--- src/rtl/arb_pkg.sv ---
// Shared definitions for the round-robin one-hot arbiter.
// Requester count, FSM states and the index-to-one-hot helper.
package arb_pkg;

  localparam int N_REQ = 4;

  typedef enum logic {
    IDLE,
    GRANT
  } state_e;

  function automatic logic [N_REQ-1:0] onehot4(
    input logic [1:0] idx
  );
    logic [N_REQ-1:0] r;
    r = 4'b0001 << idx;
    return r;
  endfunction

endpackage

--- src/rtl/rr_pick.sv ---
// Rotating priority picker: first set request at or after ptr.
// Rotate by ptr, fixed-priority pick, then rotate the index back.
module rr_pick
  import arb_pkg::*;
(
  input  logic [3:0] req,
  input  logic [1:0] ptr,
  output logic       any,
  output logic [1:0] pick_idx
);

  logic [3:0] rot;
  logic [1:0] fp;

  always_comb begin
    rot = '0;
    for (int i = 0; i < 4; i++) begin
      rot[i] = req[2'(i) + ptr];
    end
    fp = 2'd0;
    priority case (1'b1)
      rot[0]:  fp = 2'd0;
      rot[1]:  fp = 2'd1;
      rot[2]:  fp = 2'd2;
      rot[3]:  fp = 2'd3;
      default: fp = 2'd0;
    endcase
  end

  assign pick_idx = fp + ptr;
  assign any      = |req;

endmodule

--- src/rtl/rr_onehot_arbiter.sv ---
// Four-way round-robin arbiter with a registered one-hot grant,
// bounded hold time and a forced idle cycle between grants.
module rr_onehot_arbiter
  import arb_pkg::*;
#(
  parameter int N        = N_REQ,
  parameter int HOLD_MAX = 8
) (
  input  logic         clk,
  input  logic         rst_n,
  input  logic [N-1:0] req,
  input  logic         done,
  output logic [N-1:0] gnt,
  output logic         gnt_valid,
  output logic         timeout
);

  localparam logic [7:0] HMAX = 8'(HOLD_MAX);

  state_e       state_q, state_d;
  logic [1:0]   ptr_q, ptr_d;
  logic [1:0]   gidx_q, gidx_d;
  logic [7:0]   hold_q, hold_d;
  logic [N-1:0] gnt_q, gnt_d;
  logic         gv_q, gv_d;
  logic         to_q, to_d;

  logic         any;
  logic [1:0]   pick;
  logic         lim;
  logic         rel;

  rr_pick u_pick (
    .req      (req),
    .ptr      (ptr_q),
    .any      (any),
    .pick_idx (pick)
  );

  assign lim = (hold_q == HMAX);
  assign rel = done | ~req[gidx_q] | lim;

  always_comb begin
    state_d = state_q;
    ptr_d   = ptr_q;
    gidx_d  = gidx_q;
    hold_d  = hold_q;
    gnt_d   = gnt_q;
    gv_d    = gv_q;
    to_d    = 1'b0;
    unique case (state_q)
      IDLE: begin
        if (any) begin
          state_d = GRANT;
          gidx_d  = pick;
          gnt_d   = onehot4(pick);
          gv_d    = 1'b1;
          hold_d  = 8'd1;
        end
      end
      GRANT: begin
        if (rel) begin
          state_d = IDLE;
          gnt_d   = '0;
          gv_d    = 1'b0;
          ptr_d   = gidx_q + 2'd1;
          hold_d  = 8'd0;
          // timeout only when the limit alone forced the release
          to_d    = lim & ~done & req[gidx_q];
        end else if (hold_q != 8'hFF) begin
          hold_d = hold_q + 8'd1;
        end
      end
      default: begin
        state_d = IDLE;
      end
    endcase
  end

  always_ff @(posedge clk or negedge rst_n) begin
    if (!rst_n) begin
      state_q <= IDLE;
      ptr_q   <= 2'd0;
      gidx_q  <= 2'd0;
      hold_q  <= 8'd0;
      gnt_q   <= '0;
      gv_q    <= 1'b0;
      to_q    <= 1'b0;
    end else begin
      state_q <= state_d;
      ptr_q   <= ptr_d;
      gidx_q  <= gidx_d;
      hold_q  <= hold_d;
      gnt_q   <= gnt_d;
      gv_q    <= gv_d;
      to_q    <= to_d;
    end
  end

  assign gnt       = gnt_q;
  assign gnt_valid = gv_q;
  assign timeout   = to_q;

endmodule

--- config.mk ---
export PLATFORM = sky130hd
export DESIGN_NAME = rr_onehot_arbiter
export DESIGN_NICKNAME = d
export VERILOG_FILES = /design/src/rtl/arb_pkg.sv /design/src/rtl/rr_pick.sv /design/src/rtl/rr_onehot_arbiter.sv
export SDC_FILE = /design/constraint.sdc
export NUM_CORES = 1
export LEC_CHECK = 0
export ABC_AREA = 1
export ABC_CLOCK_PERIOD_IN_PS = 1600
export CAP_MARGIN = 10
export CORE_MARGIN = 10
export CORE_UTILIZATION = 28
export DETAILED_ROUTE_END_ITERATION = 12
export PLACE_DENSITY = 0.49
export SLEW_MARGIN = 20
export SYNTH_ARGS = -nofsm -noshare
export SYNTH_HDL_FRONTEND = slang
export SYNTH_SLANG_ARGS = --single-unit
--- constraint.sdc ---
create_clock -name clk -period 1.6 [get_ports clk]
set_input_delay 0.32 -clock clk [delete_from_list [all_inputs] [get_ports clk]]
set_output_delay 0.32 -clock clk [all_outputs]
set_load 0.01 [all_outputs]
==> metrics.csv <==
metric,value,unit
syn_inst,185,
rows,24,
syn_area_per_cell,6.95,µm²
drt_wl_total,3100,µm
tritoncts,yes,
drtIter0Drc,42,
ys_warn_count,0,
yosysMostFrequentCell,nand2_1,
area_growth,43.7,%
drive_gt1_share,34.3,%
hp-class,in -> async,
gp_congestion,0.777,
synth-edff-count,0,
synth-seq-cells,19,
power.density,1560,nW/µm²
p_sw,1.25,mW
required,1.75,ns
clockBufferDepth,2,
pre_cts_slack,-0.602,ns
clockPowerShare,11.9,%
dp_cells,270,
violations,setup timing,
combPwrFrac,61.8,%
grt_pass1_wl,5380,µm
grt_max_degree,20,
wl_per_cell,11.0,µm
synth_cell_types,25,
worst-setup-path-type,reg -> reg,
worst_setup_path_start_kind,flop,
clock_sinks,19,
diodes,0,
synth_flop_cell,dfrtp_1,
clk_latency,0.25,ns
rr_endpoint,gnt[3],
cts_root_buf,clkbuf_8,
syn_nets,195,
crit_slowest_cell,dfrtp_2,
ys_top_cells_by_area,"dfrtp_1 (37%), nand2_1 (23%), nand3_1 (7.0%)",
async_flop_share,100,%
slowest_delay,0.47,ns
core-area,4410,µm²
io_buffers,12,
finalCriticalPeriod,1.83,ns
yosys-top-cells-count,"nand2_1 (78), dfrtp_1 (19), nand3_1 (18)",
setup_ws,-0.232,ns
cts.clk_slew.worst_paths,0.07,ns
antenna_found_initial,0,
cp_cell_sequence,"buf_6, nand2_1, nand2_2, nand2_1, nand2_1, a31oi_1, nor2_1, ha_2, xor2_1, inv_1, nand3_2, nand2_2, nand2_1, nand2_1",
p_sw_share,43.6,%
maxSlewHeadroom,83.8,%
placed_cell_area,1640,µm²
holdBufCountCts,0,
overflow,0,
finalCritPeriodShare,115,%
final_nets,241,
tightest_slew,0.241,ns
r2r_slack,-0.23,ns
firstDrtPassIters,4,
grt_pass1_vias,1208,
crit_fanout,5,
synth_top_cell_by_area,dfrtp_1,
power,2.87,mW
htree_num_levels,1,
power_leakage,0.946,nW
internal_power,1.62,mW
grtUsageTotal,8.55,%
fmax,546,MHz
setup_viol,6,
crit_top_cell,nand2_1,
status,"finished, violations left",
start_util,29.1,%
postLayoutCellArea,1850,µm²
vias_per_cell,4.38,
synth_top_area_share,37.0,%
ios,13,
synth_area,1280,µm²
r2r_cells,14,
worstReg2RegStart,ptr_q[0],
die_w,87.7,µm
cp.arrival,1.98,ns
timing.final.hold_violations,0,
p_seq_share,26.4,%
fin_skew,0.000985,ns
maxSlewViolCount,0,
cap_violations,0,
vias,1235,
numCtsBuffers,3,
worstSetupEndpointType,flop,
die_y,87.7,µm
route.detailed.drc,0,
finalNonFillerCells,282,
vdd_drop_max,724,µV
seq_area_frac_synth,37.0,%
path_delay_family,simple AND/OR/NAND/NOR gates,
die_area,7700,µm²
dp_hpwl,2360,µm
path_buf_inv,2,
antenna_left,0,
rsz0062_at_grt,true,
## registers in the layout, indices dropped and copies added (netlist names)
signal,count
gnt,4
gnt_valid,1
state_q,1
timeout,1
hold_q,8
ptr_q,2
gidx_q,2
## cells in the final DEF (no fill, tap or decap), drive strengths merged
cell	instances
nor2	15
dlymetal6s2s	1
xor2	2
clkinvlp	1
nand2	83
nand3	19
nor3	6
a31oi	2
ha	3
clkinv	1
dlygate4sd2	3
buf	32
nor3b	1
clkbuf	3
clkdlybuf4s50	8
a21oi	1
o21ai	6
nand4	3
dfrtp	19
inv	19
xnor2	2
## layer usage
layer / part of all wire (%) / track usage (%) / vias to the layer above
li1: - / - / 674
met1: 51 / 10.9 / 548
met2: 45 / 13.4 / 11
met3: 2.8 / 1.39 / 2
met4: 1.3 / 4.64 / 0
met5: 0 / 0 / -
## stage by stage
stage / util (%) / setup TNS (ns) / hold WS (ns)
after global placement: 37.2 / -5.85 / 0.465
final: 41.8 / -1.10 / 0.404
after detailed placement: 37.2 / -5.98 / 0.465
after global routing: 41.8 / -1.92 / 0.424
after CTS: 39.8 / -1.22 / 0.403
after floorplan: - / -0.345 / 0.0244
## power by group through the flow
stage / sequential (mW) / combinational (mW) / clock [mW]
finish: 0.758 / 1.78 / 0.341
CTS: 0.751 / 1.66 / 0.361
global placement: 0.768 / 1.48 / 0
global route: 0.783 / 2.01 / 0.378
floorplan: 0.727 / 1.02 / 0
detailed placement: 0.768 / 1.48 / 0
## worst max path at each step
stage	slack, ns	startpoint	to	cells after the start
after floorplan	-0.09	ptr_q[0]	gnt[2]	15
after global placement	-0.56	req[1]	gnt[3]	15
after detailed placement	-0.60	req[2]	gnt[3]	15
after CTS	-0.25	ptr_q[0]	gnt[3]	14
after global routing	-0.39	ptr_q[0]	gnt[3]	13
final	-0.23	ptr_q[0]	gnt[3]	14
## final cells by class
| cell class | count | area (µm²) |
|---|---|---|
| timing repair buffer | 44 | 379 |
| tap | 52 | 65.1 |
| inverter | 20 | 80.1 |
| sequential | 19 | 478 |
| fill | 452 | 2570 |
| multi-input combinational | 143 | 796 |
| clock buffer | 3 | 41.3 |
| clock inverter | 1 | 7.51 |
## what timing repair did
| item | 4_1_cts | 5_1_grt |
|---|---|---|
| setup endpoints to repair | 9 | 17 |
| gates resized for setup | 13 | 26 |
| cloned | 1 | 0 |
| pin swaps | 4 | 10 |
| endpoints found under the hold margin | 0 | 0 |
| setup buffers | 5 | 2 |
## logic make-up (layout without fill, tap and decap cells)
logic type                 after synthesis  count (layout)  share of synthesized area [%]
buffers and inverters                   24              68                           9.45
and+or+nand+nor                        126             127                           43.9
xor gates and xnor gates                 4               4                           2.73
DFF                                     19              19                           37.0
adders and majority gates                3               3                           2.92
AOI/OAI and AO/OA                        9               9                           3.99
Power figures use the tool's default switching activity.
